$ cat config.mk
export PLATFORM = sky130hd
export DESIGN_NAME = count_game_ctrl
export DESIGN_NICKNAME = d
export VERILOG_FILES = /design/src/rtl/count_game_pkg.sv /design/src/rtl/key_debounce.sv /design/src/rtl/count_game_ctrl.sv
export SDC_FILE = /design/constraint.sdc
export NUM_CORES = 1
export LEC_CHECK = 0
export CAP_MARGIN = 10
export CORE_UTILIZATION = 57
export DETAILED_ROUTE_END_ITERATION = 8
export PLACE_DENSITY = 0.77
export SYNTH_ARGS = -nofsm -noshare
export SYNTH_HDL_FRONTEND = slang
export SYNTH_SLANG_ARGS = --single-unit
$ cat constraint.sdc
create_clock -name clk -period 2.3 [get_ports clk]
set_input_delay 0.23 -clock clk [delete_from_list [all_inputs] [get_ports clk]]
set_output_delay 0.23 -clock clk [all_outputs]
set_load 0.02 [all_outputs]
$ cat src/rtl/count_game_pkg.sv
// Shared definitions for the count game: FSM state encoding and default reload value.
// The display stage imports this package as well.
package count_game_pkg;

  typedef enum logic [1:0] {
    IDLE  = 2'd0,
    RUN   = 2'd1,
    PAUSE = 2'd2,
    DONE  = 2'd3
  } state_e;

  localparam int START_VAL_DEF = 7;

endpackage : count_game_pkg

$ cat src/rtl/key_debounce.sv
// Raw push-button to one-cycle press pulse: two-flop synchronizer, stability
// counter, debounced level, and a pulse on each accepted rising level change.
module key_debounce #(
  parameter int DEB_CYCLES = 20
) (
  input  logic clk,
  input  logic rst,
  input  logic key_in,
  output logic press
);

  localparam int CW = (DEB_CYCLES > 1) ? $clog2(DEB_CYCLES + 1) : 1;
  localparam logic [CW-1:0] CNT_LAST = CW'(DEB_CYCLES - 1);

  logic          sync1_q, sync2_q;
  logic          level_q, level_d;
  logic          press_q, press_d;
  logic [CW-1:0] cnt_q, cnt_d;

  // Counter holds the length of the current run of samples that disagree with the level.
  always_comb begin
    level_d = level_q;
    press_d = 1'b0;
    cnt_d   = '0;
    if (sync2_q != level_q) begin
      if (cnt_q == CNT_LAST) begin
        level_d = sync2_q;
        press_d = sync2_q;
      end else begin
        cnt_d = cnt_q + 1'b1;
      end
    end
  end

  always_ff @(posedge clk or negedge rst) begin
    if (!rst) begin
      sync1_q <= 1'b0;
      sync2_q <= 1'b0;
      level_q <= 1'b0;
      press_q <= 1'b0;
      cnt_q   <= '0;
    end else begin
      sync1_q <= key_in;
      sync2_q <= sync1_q;
      level_q <= level_d;
      press_q <= press_d;
      cnt_q   <= cnt_d;
    end
  end

  assign press = press_q;

endmodule : key_debounce

$ cat src/rtl/count_game_ctrl.sv
// Countdown controller: debounced start/pause commands drive a START_VAL-to-0
// countdown, one step per TICK_DIV clocks, with registered display outputs.
//
// state | meaning
// IDLE  | display blank, num parked at START_VAL
// RUN   | tick counter advancing, num decrements on each wrap
// PAUSE | tick counter and num frozen, display on
// DONE  | num held at 0, display on
module count_game_ctrl
  import count_game_pkg::*;
#(
  parameter int TICK_DIV   = 1000,
  parameter int START_VAL  = START_VAL_DEF,
  parameter int DEB_CYCLES = 20
) (
  input  logic       clk,
  input  logic       rst,
  input  logic       key_start,
  input  logic       key_pause,
  output logic [2:0] num,
  output logic       st,
  output logic       done,
  output logic [1:0] state_o
);

  localparam int TW = (TICK_DIV > 1) ? $clog2(TICK_DIV) : 1;
  localparam logic [TW-1:0] TICK_LAST = TW'(TICK_DIV - 1);
  localparam logic [2:0]    NUM_INIT  = 3'(START_VAL);

  logic start_p, pause_p;

  key_debounce #(.DEB_CYCLES(DEB_CYCLES)) u_deb_start (
    .clk    (clk),
    .rst    (rst),
    .key_in (key_start),
    .press  (start_p)
  );

  key_debounce #(.DEB_CYCLES(DEB_CYCLES)) u_deb_pause (
    .clk    (clk),
    .rst    (rst),
    .key_in (key_pause),
    .press  (pause_p)
  );

  state_e        state_q, state_d;
  logic [TW-1:0] tick_q, tick_d;
  logic [2:0]    num_q, num_d;
  logic          st_q, st_d;
  logic          done_q, done_d;

  always_comb begin
    state_d = state_q;
    tick_d  = tick_q;
    num_d   = num_q;
    done_d  = 1'b0;
    if (start_p) begin
      // Start has priority over pause and restarts from any state.
      state_d = RUN;
      num_d   = NUM_INIT;
      tick_d  = '0;
    end else begin
      unique case (state_q)
        IDLE: num_d = NUM_INIT;
        RUN: begin
          if (pause_p) begin
            state_d = PAUSE;
          end else if (tick_q == TICK_LAST) begin
            tick_d = '0;
            if (num_q >= 3'd1) num_d = num_q - 3'd1;
            if (num_q == 3'd1) begin
              state_d = DONE;
              done_d  = 1'b1;
            end
          end else begin
            tick_d = tick_q + 1'b1;
          end
        end
        PAUSE: if (pause_p) state_d = RUN;
        DONE:  num_d = '0;
        default: state_d = IDLE;
      endcase
    end
    st_d = (state_d != IDLE);
  end

  always_ff @(posedge clk or negedge rst) begin
    if (!rst) begin
      state_q <= IDLE;
      tick_q  <= '0;
      num_q   <= NUM_INIT;
      st_q    <= 1'b0;
      done_q  <= 1'b0;
    end else begin
      state_q <= state_d;
      tick_q  <= tick_d;
      num_q   <= num_d;
      st_q    <= st_d;
      done_q  <= done_d;
    end
  end

  assign num     = num_q;
  assign st      = st_q;
  assign done    = done_q;
  assign state_o = state_q;

endmodule : count_game_ctrl

==> impl_metrics.env <==
export IMPL_dieWidth_um=56.42
export IMPL_grt_remaining_overflow=0
export IMPL_num_io_pins=11
export IMPL_status="finished, final reports clean"
export IMPL_layout_min_cycle_time_ns=2.041
export IMPL_rsz0062_at_grt="no"
export IMPL_post_route_drc_count=0
export IMPL_synth_seq_cells=35
export IMPL_layout_drive_gt1_share=0.1207
export IMPL_yosys_area_top_type_share=0.4744
export IMPL_timing_slew_headroom=0.7167
export IMPL_grt_max_degree=36
export IMPL_syn2layout_area_growth_pct=10.90
export IMPL_vias=1203
export IMPL_final_util=0.6730
export IMPL_setup_viol=0
export IMPL_start_util=0.6068
export IMPL_synthTopCellsByCount="dfrtp_1 (32), nor2_1 (17), nand2_1 (15)"
export IMPL_synth_area_mm2=0.001688
export IMPL_numCtsBuffers=5
export IMPL_synth_flop_cell="dfrtp_1"
export IMPL_synth_area_per_cell_um2=10.75
export IMPL_grt_pass1_wl_um=5368
export IMPL_power_density_mw_per_mm2=533.6
export IMPL_vdd_ir_drop_max_mv=0.5315
export IMPL_rows=19
export IMPL_drv_slew=0
export IMPL_worst_pin_slew_ns=0.4234
export IMPL_num_fill_cells=215
export IMPL_worstPathMaxFanout=14
export IMPL_setup_tns_ns=0
export IMPL_gp_congestion=0.7856
export IMPL_cp_slowest_cell="dfrtp_1"
export IMPL_ant_nets=0
export IMPL_min_path_type="in -> async"
export IMPL_htreeDepth=2
export IMPL_dr_wl_met3_um=107
export IMPL_drt_iter0_markers=33
export IMPL_multi_input_area_um2=767.0
export IMPL_dr_pass1_iters=4
export IMPL_fmax_ghz=0.4900
export IMPL_finalWirelength_um=2938
export IMPL_cts_sinks=35
export IMPL_avgRoutedWirePerCell_um=14.33
export IMPL_postCtsResizedCells=0
export IMPL_final_hold_viol_count=0
export IMPL_clk_latency_ns=0.35
export IMPL_post_route_period_util=0.8873
export IMPL_die_h_um=56.42
export IMPL_end_kind="flip-flop"
export IMPL_cts_hold_buf=0
export IMPL_critPathMaxStageDelay_ns=0.46
export IMPL_leakage_nw=0.8789
export IMPL_viasPerCell=5.868
export IMPL_yosysSeqAreaShare=0.5211
export IMPL_dpl_hpwl_um=2102
export IMPL_clock_path_buffers=2
export IMPL_post_synth_top_count_cell="dfrtp_1"
export IMPL_critPathTopFamily="compound AO/OA/AOI/OAI gates"
export IMPL_required_ns=2.57
export IMPL_layout_nets=185
export IMPL_yosysWarningCount=0
export IMPL_drv_cap=0
export IMPL_yosys_area_top_type="dfrtp_1"
export IMPL_ff_latch_area_um2=879.6
export IMPL_postCtsSetupRepairBufs=0
export IMPL_worstPathArrival_ns=2.31
export IMPL_dr_wl_met2_um=1467
export IMPL_critPathBufInv=1
export IMPL_synth_async_reset_ratio=1.000
export IMPL_track_usage=0.2206
export IMPL_highest_signal_layer="met4"
export IMPL_skew_ns=0.01108
export IMPL_cts_root_buffer="clkbuf_4"
export IMPL_path_clk_slew_ns=0.11
export IMPL_synthesis_nets=169
export IMPL_syn_inst=157
export IMPL_synth_edf_count=0
export IMPL_path_cells="inv_1 -> ha_1 -> or3b_4 -> a31oi_4 -> a41oi_1 -> a31oi_1"
export IMPL_core_region_area_mm2=0.002781
export IMPL_wl_met1_um=1321
export IMPL_grt_pass1_vias=1263
export IMPL_start_kind="flip-flop"
export IMPL_dieArea_mm2=0.003183
export IMPL_yosysUniqueCellTypes=40
export IMPL_antenna_found_initial=0
export IMPL_port_buffers=10
export IMPL_setup_worst_path_class="reg -> reg"
export IMPL_n_antenna_cell=0
export IMPL_cts_tree="done"
export IMPL_synth_area_leaders="dfrtp_1 (47%), ha_1 (5.9%), dfstp_2 (4.7%)"
[worst reg2reg max path, cell delays in order (launching register included)]
cell and delay, ns:
dfrtp_1 0.46, inv_1 0.09, ha_1 0.25, or3b_4 0.44, a31oi_4 0.37, a41oi_1 0.17
a31oi_1 0.19
[registers in the layout (all words and copies together) (netlist names), 2 cells and up]
signal	flops
num	3
state_o	2
tick_q	10
u_deb_pause.cnt_q	5
u_deb_start.cnt_q	5
[power breakdown]
group          switching, mW  internal, mW  total, mW
clock                  0.211         0.114      0.325
combinational         0.0214        0.0155     0.0369
sequential           0.00939         0.627      0.637
total                  0.242         0.757      0.999
[per-layer routing]
metal | vias up | global-route usage
li1 | 588 | -
met3 | 7 | 0.07143
met4 | 0 | 0.07666
met5 | - | 0
met2 | 21 | 0.3656
met1 | 587 | 0.2716
[cell type report]
type	count	share of cell area
clock buffers	5	0.02005
multi-input cells	113	0.4098
well taps	31	0.02072
inverters	7	0.01404
flip-flops and latches	35	0.4699
repair buffers	11	0.05749
clock inverters	3	0.008021
[path summary, 6_finish.rpt]
path                                startpoint             endpoint  slack [ns]  cells past startpoint
min in group clk                     key_start  u_deb_start.sync1_q        0.33                      1
max reg2reg                         state_o[1]            tick_q[4]        0.26                      6
max in group asynchronous                  rst               num[0]        1.68                      2
min reg2reg                u_deb_pause.sync1_q  u_deb_pause.sync2_q        0.36                      0
max                                 state_o[1]            tick_q[4]        0.26                      6
min                                        rst            tick_q[4]        0.28                      2
[cell usage in the layout (no fill, tap or decap), types with 2 or more instances in the layout]
| master | instances |
|---|---|
| clkdlybuf4s50_1 | 10 |
| o21ai_0 | 2 |
| dfstp_2 | 3 |
| nor2b_1 | 3 |
| nor4_1 | 2 |
| clkbuf_4 | 5 |
| ha_1 | 8 |
| a41oi_1 | 2 |
| a22o_1 | 4 |
| inv_1 | 7 |
| nand4_1 | 4 |
| xor2_1 | 8 |
| nand2_1 | 15 |
| a21o_1 | 2 |
| nor2_1 | 17 |
| nor3b_1 | 2 |
| mux2_2 | 3 |
| a31oi_1 | 3 |
| nor3_1 | 2 |
| xnor2_1 | 2 |
| clkinv_2 | 3 |
| and2_1 | 3 |
| a21oi_1 | 4 |
| mux2i_1 | 2 |
| dfrtp_1 | 32 |
| nand3_1 | 10 |
[kinds of logic after synthesis]
group | share of synthesized area
buffers and inverters | 0.02446
DFF | 0.5211
muxes | 0.03187
adders and majority gates | 0.05931
xor gates and xnor gates | 0.05189
AOI/OAI and AO/OA | 0.1060
and+or+nand+nor | 0.2053
[metrics by stage]
| stage | cells | instance area (µm²) | hold WS (ns) | total power [mW] | setup slack, ns |
|---|---|---|---|---|---|
| final | 205 | 1872 | 0.2801 | 0.9988 | 0.2593 |
| after global routing | 205 | 1872 | 0.2971 | 1.038 | 0.1057 |
| after CTS | 205 | 1872 | 0.2947 | 1.014 | 0.2571 |
| after detailed placement | 197 | 1819 | 0.3428 | 0.6872 | 0.3244 |
| after global placement | 197 | 1819 | 0.3370 | 0.6829 | 0.4344 |
| after floorplan | 157 | 1688 | -0.06559 | 0.6621 | 0.4816 |
(Power assumes the default switching activity.)
